[config.mk]
export PLATFORM = sky130hd
export DESIGN_NAME = cmp_lgez_seq
export DESIGN_NICKNAME = d
export VERILOG_FILES = /design/src/rtl/cmp_lgez_seq_pkg.sv /design/src/rtl/cmp_lgez_seq_word.sv /design/src/rtl/cmp_lgez_seq.sv
export SDC_FILE = /design/constraint.sdc
export NUM_CORES = 1
export LEC_CHECK = 0
export CAP_MARGIN = 25
export CORE_AREA = 3 3 40 42
export CTS_BUF_LIST = sky130_fd_sc_hd__clkbuf_8 sky130_fd_sc_hd__clkbuf_16
export DETAILED_ROUTE_END_ITERATION = 8
export DIE_AREA = 0 0 43 45
export PLACE_DENSITY = 0.7
export SLEW_MARGIN = 20
export SYNTH_ARGS = -nofsm -noshare
export SYNTH_HDL_FRONTEND = slang
export SYNTH_SLANG_ARGS = --single-unit
export TNS_END_PERCENT = 50
[constraint.sdc]
create_clock -name clk -period 1.1 [get_ports clk]
set_input_delay 0.22 -clock clk [delete_from_list [all_inputs] [get_ports clk]]
set_output_delay 0.22 -clock clk [all_outputs]
set_load 0.02 [all_outputs]
[src/rtl/cmp_lgez_seq_pkg.sv]
// Shared LGEZ code definitions and the word-fold rule used by the sequential comparator.
package cmp_lgez_seq_pkg;

  localparam logic [1:0] CMP_EQ_Z    = 2'b00;
  localparam logic [1:0] CMP_LESS    = 2'b01;
  localparam logic [1:0] CMP_GREATER = 2'b10;
  localparam logic [1:0] CMP_EQ_NZ   = 2'b11;

  // Once a more-significant word has decided the order, later words cannot change it.
  function automatic logic [1:0] cmp_fold(input logic [1:0] acc, input logic [1:0] c);
    logic [1:0] res;
    res = acc;
    if ((acc == CMP_LESS) || (acc == CMP_GREATER)) begin
      res = acc;
    end else if ((c == CMP_LESS) || (c == CMP_GREATER)) begin
      res = c;
    end else if (c == CMP_EQ_NZ) begin
      res = CMP_EQ_NZ;
    end
    return res;
  endfunction

endpackage

[src/rtl/cmp_lgez_seq_word.sv]
// Combinational per-word LGEZ comparator: {o_rx,o_ry} = 00 zero, 01 X<Y, 10 X>Y, 11 equal nonzero.
module CmpLgezNBit
  import cmp_lgez_seq_pkg::*;
#(
  parameter int p_WIDTH = 4
) (
  input  logic [p_WIDTH-1:0] i_x,
  input  logic [p_WIDTH-1:0] i_y,
  output logic               o_rx,
  output logic               o_ry
);

  logic [1:0] w_code;

  always_comb begin
    w_code = CMP_EQ_Z;
    if (i_x > i_y) begin
      w_code = CMP_GREATER;
    end else if (i_x < i_y) begin
      w_code = CMP_LESS;
    end else if (i_x != '0) begin
      w_code = CMP_EQ_NZ;
    end
  end

  assign o_rx = w_code[1];
  assign o_ry = w_code[0];

endmodule

[src/rtl/cmp_lgez_seq.sv]
// Multi-word LGEZ comparator: folds MSW-first word codes into one result held until i_ready.
// o_valid rises on the edge accepting the last word; outputs decode from registered state only.
module cmp_lgez_seq
  import cmp_lgez_seq_pkg::*;
#(
  parameter int p_WIDTH = 4,
  parameter int p_WORDS = 4
) (
  input  logic               clk,
  input  logic               rst_n,
  input  logic [p_WIDTH-1:0] i_x,
  input  logic [p_WIDTH-1:0] i_y,
  input  logic               i_valid,
  output logic               o_ready,
  output logic               o_valid,
  input  logic               i_ready,
  output logic               o_rx,
  output logic               o_ry
);

  localparam int         CW   = $clog2(p_WORDS);
  localparam logic [CW-1:0] LAST = CW'(p_WORDS - 1);

  typedef enum logic [1:0] {
    S_IDLE = 2'd0,
    S_ACC  = 2'd1,
    S_DONE = 2'd2
  } state_t;

  state_t        r_state, w_state_nxt;
  logic [CW-1:0] r_cnt, w_cnt_nxt;
  logic [1:0]    r_acc, w_acc_nxt;
  logic          w_rx, w_ry;
  logic          w_accept;

  CmpLgezNBit #(.p_WIDTH(p_WIDTH)) u_word (
    .i_x  (i_x),
    .i_y  (i_y),
    .o_rx (w_rx),
    .o_ry (w_ry)
  );

  assign w_accept = i_valid && (r_state != S_DONE);

  always_comb begin
    w_state_nxt = r_state;
    w_cnt_nxt   = r_cnt;
    w_acc_nxt   = r_acc;
    case (r_state)
      S_IDLE, S_ACC: begin
        if (w_accept) begin
          w_acc_nxt = cmp_fold(r_acc, {w_rx, w_ry});
          if (r_cnt == LAST) begin
            w_state_nxt = S_DONE;
          end else begin
            w_state_nxt = S_ACC;
            w_cnt_nxt   = r_cnt + 1'b1;
          end
        end
      end
      S_DONE: begin
        if (i_ready) begin
          w_state_nxt = S_IDLE;
          w_cnt_nxt   = '0;
          w_acc_nxt   = CMP_EQ_Z;
        end
      end
      default: begin
        w_state_nxt = S_IDLE;
        w_cnt_nxt   = '0;
        w_acc_nxt   = CMP_EQ_Z;
      end
    endcase
  end

  always_ff @(posedge clk or negedge rst_n) begin
    if (!rst_n) begin
      r_state <= S_IDLE;
      r_cnt   <= '0;
      r_acc   <= CMP_EQ_Z;
    end else begin
      r_state <= w_state_nxt;
      r_cnt   <= w_cnt_nxt;
      r_acc   <= w_acc_nxt;
    end
  end

  assign o_ready = (r_state != S_DONE);
  assign o_valid = (r_state == S_DONE);
  assign o_rx    = o_valid & r_acc[1];
  assign o_ry    = o_valid & r_acc[0];

endmodule

==> run summary, run 1 <==
CTS tree: done
First-pass GRT wire length: 2410 um
Core box area: 1280 um^2
Max-cap violations: 0
Fmax: 0.790 GHz
Endpoints failing hold: 0
GRT overflow: 0
Drc violations: 0
EDFF count, synth: 0
Die width: 43 um
CP Buf/Inv Count: 2
Routed wire length: 1500 um
Crit path max-delay family: flip-flops
Least-Margin Pin Slew: 0.304 ns
Clock sink total: 6
Initial DRC count: 14
Slowest CP cell: dfrtp_1
Layout cell share with drive strength beyond 1: 55.7%
IO buf count: 15
Worst path cell trace: nand2b_4 -> inv_2 -> and2_4 -> buf_6
Number of global-route vias before repair: 554
# setup viols final: 8
Post-route cell area: 926 um^2
CP arrival: 1.05 ns
Leakage: 0.416 nW
GPL Wtd Cong: 0.731
Crit. End Element: output port
I/O pin count: 16
Chip height: 45 um
Status: finished, violations left
Peak VDD IR: 0.00106 V
Setup ws final: -0.165 ns
CP Max Fanout: 3
Row count: 13
Setup CP Type: flop to output port
Final worst-path cycle share: 115%
Yosys warning total: 0
Final setup TNS: -0.938 ns
Highest cell delay on the worst timing path: 0.38 ns
WL per Instance: 14.5 um
Die area: 1940 um^2
Largest net degree at the start of global routing: 8
Final core occ: 72.1%
WP data required: 0.88 ns
DP Wirelength: 1040 um
Failing checks: negative setup slack
Filler cells: 90
Mapped Area: 503 um^2
Synth Register Bits: 6
Hold Crit Class: input pin to asynchronous set/reset pin
Syn Nets: 72
Placed Area: 811 um^2
Nets@finish: 107
Final Skew: 0.00244 ns
Crit path launch type: flop
CTS clk-pin slew, worst paths: 0.04 ns
P per Cell Area: 1710 nW/um^2
CTS max path bufs: 2
Worst rel slew slack: 79.7%
Synth async-reset ratio: 100%
Post-route ant nets: 0
First-pass detailed-route iteration total: 4
Area growth from synthesis to layout: 84.1%
Most used flip-flop cell after synthesis: dfrtp_1
Hold_buf cts: 0
Clock latency on the worst-skew pair: 0.22 ns
CTS buffer count: 3
Initial Util: 39.1%
Mapped Cells: 55
Fin crit period: 1.27 ns
Routed vias: 556
Synth unique cells: 27
Antenna violations before repair: 0
DR vias/cell: 5.40
Fin. max-slew vios: 0
Syn avg cell area: 9.15 um^2
Overall fraction of global-route tracks in use: 17.2%
Post-synthesis sequential area ratio: 29.9%
Final hold slack: 0.252 ns
Root Buffer Master: clkbuf_8
N_diodes: 0
RSZ-0062 raised after global routing: yes
H-tree depth: 1
[worst paths after layout]
| kind | from | endpoint | slack [ns] | cells after the start |
|---|---|---|---|---|
| worst max-delay path | r_state[0] | o_rx | -0.17 | 4 |
| worst min-delay path | rst_n | r_state[1] | 0.25 | 1 |
| worst max register to register | r_state[1] | r_acc[1] | -0.12 | 5 |
| worst min register to register | r_cnt[0] | r_cnt[0] | 0.59 | 2 |
| max in group asynchronous | rst_n | r_cnt[0] | 0.62 | 1 |
| min in group clk | i_x[1] | r_acc[1] | 0.59 | 6 |
[layout by cell type (no fill, tap or decap), types with 2 or more instances in the layout]
| cell type | n |
|---|---|
| clkdlybuf4s15_1 | 2 |
| clkdlybuf4s15_2 | 3 |
| inv_1 | 2 |
| inv_2 | 3 |
| dfrtp_1 | 6 |
| clkbuf_8 | 3 |
| o21ai_1 | 2 |
| a21oi_1 | 2 |
| o21ai_0 | 3 |
| ha_4 | 5 |
| nand2_1 | 7 |
| buf_4 | 16 |
| buf_6 | 4 |
| nor2_1 | 4 |
| nand3_1 | 2 |
| clkdlybuf4s50_1 | 3 |
[registers in the layout, indices dropped and copies added (netlist names)]
register,cells
r_acc,2
r_cnt,2
r_state,2
[cell families (layout without fill, tap and decap cells)]
| group | after synthesis | in the layout | share of synthesized area, % |
|---|---|---|---|
| XOR/XNOR | 1 | 1 | 1.74 |
| AO/OA/AOI/OAI | 14 | 14 | 21.6 |
| AND/OR/NAND/NOR | 23 | 23 | 29.9 |
| adder cells (fa/ha/maj) | 5 | 5 | 12.4 |
| flip-flops | 6 | 6 | 29.8 |
| buffers and inverters | 6 | 39 | 4.48 |
[per-layer routing]
layer	GRT usage [%]	share of wire, %
met1	18.6	39
met2	32.0	52
met3	3.19	5.9
met4	9.04	2.5
met5	0	0
[metrics by stage]
| step | std cells | setup slack, ns | power, mW |
|---|---|---|---|
| after floorplan | 55 | -0.147 | 0.763 |
| after global placement | 100 | -0.821 | 1.09 |
| after detailed placement | 100 | -0.853 | 1.12 |
| after CTS | 103 | -0.166 | 1.52 |
| after global routing | 103 | -0.194 | 1.71 |
| final | 103 | -0.165 | 1.58 |
[synth_stat cells (2+ instances only)]
library cell,count,share of area [%]
a21oi_1,2,2.0
dfrtp_1,6,30
ha_1,5,12
inv_1,6,4.5
nand2_1,7,5.2
nand3_1,2,2.0
nor2_1,4,3.0
o21ai_0,4,4.0
[timing repair]
item | in CTS | in global routing
gates resized for setup | 58 | 5
pin swaps | 8 | 0
setup buffers | 0 | 0
endpoints found under the setup margin | 9 | 10
endpoints found under the hold margin | 0 | 0
[final cells by class]
| type | instances | area (um^2) | share of cell area [%] |
|---|---|---|---|
| multi-input combinational | 43 | 418 | 45.1 |
| timing repair buffer | 30 | 263 | 28.4 |
| sequential | 6 | 150 | 16.2 |
| clock buffer | 3 | 41.3 | 4.46 |
| inverter | 6 | 35.0 | 3.78 |
| tap | 15 | 18.8 | 2.03 |
[power breakdown]
part / internal, mW / total (mW) / switching [mW]
sequential: 0.321 / 0.412 / 0.0911
clock: 0.235 / 0.332 / 0.0966
combinational: 0.465 / 0.837 / 0.372
Note: power is estimated with default switching activity, not from simulation.
==> run 2, diff against run 1 <==
- GPL_TIMING_DRIVEN: not set -> 0
==> run 2 against run 1 <==
Net effect:
- the run still ends with negative setup slack left
- sequential share of layout area up 1.8 points
- global-route usage decreased by 4.3 points
- worst hold slack got worse by 0.017 ns
- combinational power is 21% lower
- clock-buffer cell count unchanged
==> run summary, run 2 (synthesized netlist as in run 1, its figures left out) <==
Reg-to-Reg End: r_acc[0]
Largest net degree at the start of global routing: 8 (unchanged)
Clock latency on the worst-skew pair: 0.22 ns (about the same)
Worst path cell trace: nand2b_4 -> inv_2 -> and2_4 -> buf_6
Chip height: 45 um (unchanged)
Final worst-path cycle share: 114% (-0.97 points)
Setup CP Type: flop to output port
Final setup TNS: -0.700 ns (+0.238 ns)
CP Max Fanout: 4 (+1)
Crit path max-delay family: flip-flops
Drc violations: 0 (unchanged)
Worst rel slew slack: 80.3% (+0.62 points)
Root Buffer Master: clkbuf_8
CTS max path bufs: 2 (unchanged)
Max-cap violations: 0 (unchanged)
First-pass GRT wire length: 1880 um (-22%)
DP Wirelength: 866 um (-17%)
Leading cell type in the layout, fill and taps excluded: nand2_1
Psw: 508 uW (-9.2%)
Row count: 13 (unchanged)
Initial Util: 39.1% (unchanged)
Leakage: 0.368 nW (-11%)
Hold Crit Class: input pin to asynchronous set/reset pin
Die width: 43 um (unchanged)
Fmax: 0.797 GHz (+0.85%)
Least-Margin Pin Slew: 0.292 ns (-0.0114 ns)
Clock power frac: 22.2% (+1.2 points)
Status: finished, violations left
RSZ-0062 raised after global routing: yes
CTS clk-pin slew, worst paths: 0.03 ns (about the same)
Core box area: 1280 um^2 (unchanged)
Largest registers: r_acc x2, r_cnt x2, r_state x2
Peak VDD IR: 0.00114 V (+7.8%)
Critical path depth: 4 (unchanged)
Critical R2R Launch: r_state[1]
Logic pwr share: 46.7% (-6.3 points)
GRT overflow: 0 (unchanged)
H-tree depth: 1 (unchanged)
Routed vias: 475 (-15%)
Die area: 1940 um^2 (unchanged)
Placed Area: 698 um^2 (-14%)
P per Cell Area: 1670 nW/um^2 (-2.2%)
Fin crit period: 1.25 ns (-0.0107 ns)
WL per Instance: 13.1 um (-9.5%)
Initial DRC count: 12 (-2)
CP arrival: 1.03 ns (-0.02 ns)
Nets@finish: 97 (-9.3%)
Reg2reg setup slack: -0.08 ns (+0.04 ns)
CTS buffer count: 3 (unchanged)
Fin. max-slew vios: 0 (unchanged)
Setup ws final: -0.155 ns (+0.0107 ns)
First-pass detailed-route iteration total: 4 (unchanged)
Highest cell delay on the worst timing path: 0.42 ns (+0.04 ns)
DR vias/cell: 5.11 (-5.4%)
Failing checks: negative setup slack
Clock sink total: 6 (unchanged)
Crit. Startpoint: r_state[1]
Slowest CP cell: dfrtp_2
Switch share: 35.8% (+0.39 points)
IO buf count: 15 (unchanged)
Placed Instances: 85 (-15%)
Number of global-route vias before repair: 467 (-16%)
Routed wire length: 1220 um (-18%)
Cell Count, Final, Fillers Out: 93 (-9.7%)
Final Skew: 0.000288 ns (-0.00215 ns)
Post-route ant nets: 0 (unchanged)
Post-route cell area: 850 um^2 (-8.2%)
Area growth from synthesis to layout: 68.9%
N_diodes: 0 (unchanged)
Overall fraction of global-route tracks in use: 12.9% (-4.3 points)
I/O pin count: 16 (unchanged)
Sequential power share: 31.1% (+5.0 points)
Antenna violations before repair: 0 (unchanged)
Layout cell share with drive strength beyond 1: 52.6% (-3.1 points)
Endpoints failing hold: 0 (unchanged)
Crit path launch type: flop
Hold_buf cts: 0 (unchanged)
Crit. End Element: output port
Worst Setup EP: o_rx
Worst Reg-to-Reg Cells: 5 (unchanged)
Most frequent cells in the layout: nand2_1, buf_4
GPL Wtd Cong: 0.763 (+4.5%)
WP data required: 0.88 ns (about the same)
Pint: 911 uW (-11%)
CP Buf/Inv Count: 2 (unchanged)
# setup viols final: 6 (-2)
CTS tree: done
run 2: cell count changes in the layout (fill, tap and decap cells not counted), moves of 2 or more:
cell / previous run / this run
o21ai_0: 3 / 1
dfrtp_1: 6 / 4
o21ai_1: 2 / 4
dfrtp_2: 0 / 2
buf_2: 1 / 3
clkdlybuf4s15_2: 3 / 1
buf_4: 16 / 5
buf_8: 0 / 2
run 2: power groups by stage:
stage	logic [mW]	registers, mW	clock network, mW
after floorplan	0.364	0.400	0
after global placement	0.489	0.414	0
after detailed placement	0.496	0.421	0
after CTS	0.596	0.426	0.327
after global routing	0.741	0.461	0.345
final	0.663	0.441	0.315
run 2: area by class of cell:
class,instances,area (um^2)
Multi-Input combinational cell,43,415
Timing Repair Buffer,20,186
Fill cell,108,435
Clock buffer,3,41.3
Sequential cell,6,153
Inverter,6,35.0
Tap cell,15,18.8
run 2: repair_timing:
item	in CTS	in global routing
setup buffers	3	2
pin swaps	6	4
gates cloned	0	0
gates resized for setup	58	15
endpoints found under the setup margin	8	9
run 2: per-stage QoR:
step                util [%]  power [mW]  worst slack [ns]  hold WS [ns]
floorplan                  -       0.763            -0.147       -0.0756
global placement        54.3       0.904            -0.858         0.466
detailed placement      54.3       0.918            -0.859         0.468
CTS                     61.5        1.35            -0.163         0.237
global route            66.1        1.55            -0.207         0.237
finish                  66.1        1.42            -0.155         0.235
run 2: per-layer routing:
layer | GRT usage (%) | up-vias | wire, um
met5 | 0 | - | 0
met4 | 10.2 | 0 | 31
met3 | 2.39 | 4 | 80
met2 | 21.0 | 20 | 580
met1 | 15.1 | 205 | 530
li1 | - | 246 | -
run 2: worst min-delay path by stage:
stage / start / to / slack, ns
floorplan: rst_n / r_acc[0] / -0.08
global placement: rst_n / r_acc[0] / 0.47
detailed placement: rst_n / r_acc[0] / 0.47
CTS: rst_n / r_acc[0] / 0.24
global route: rst_n / r_state[0] / 0.24
finish: rst_n / r_acc[1] / 0.23
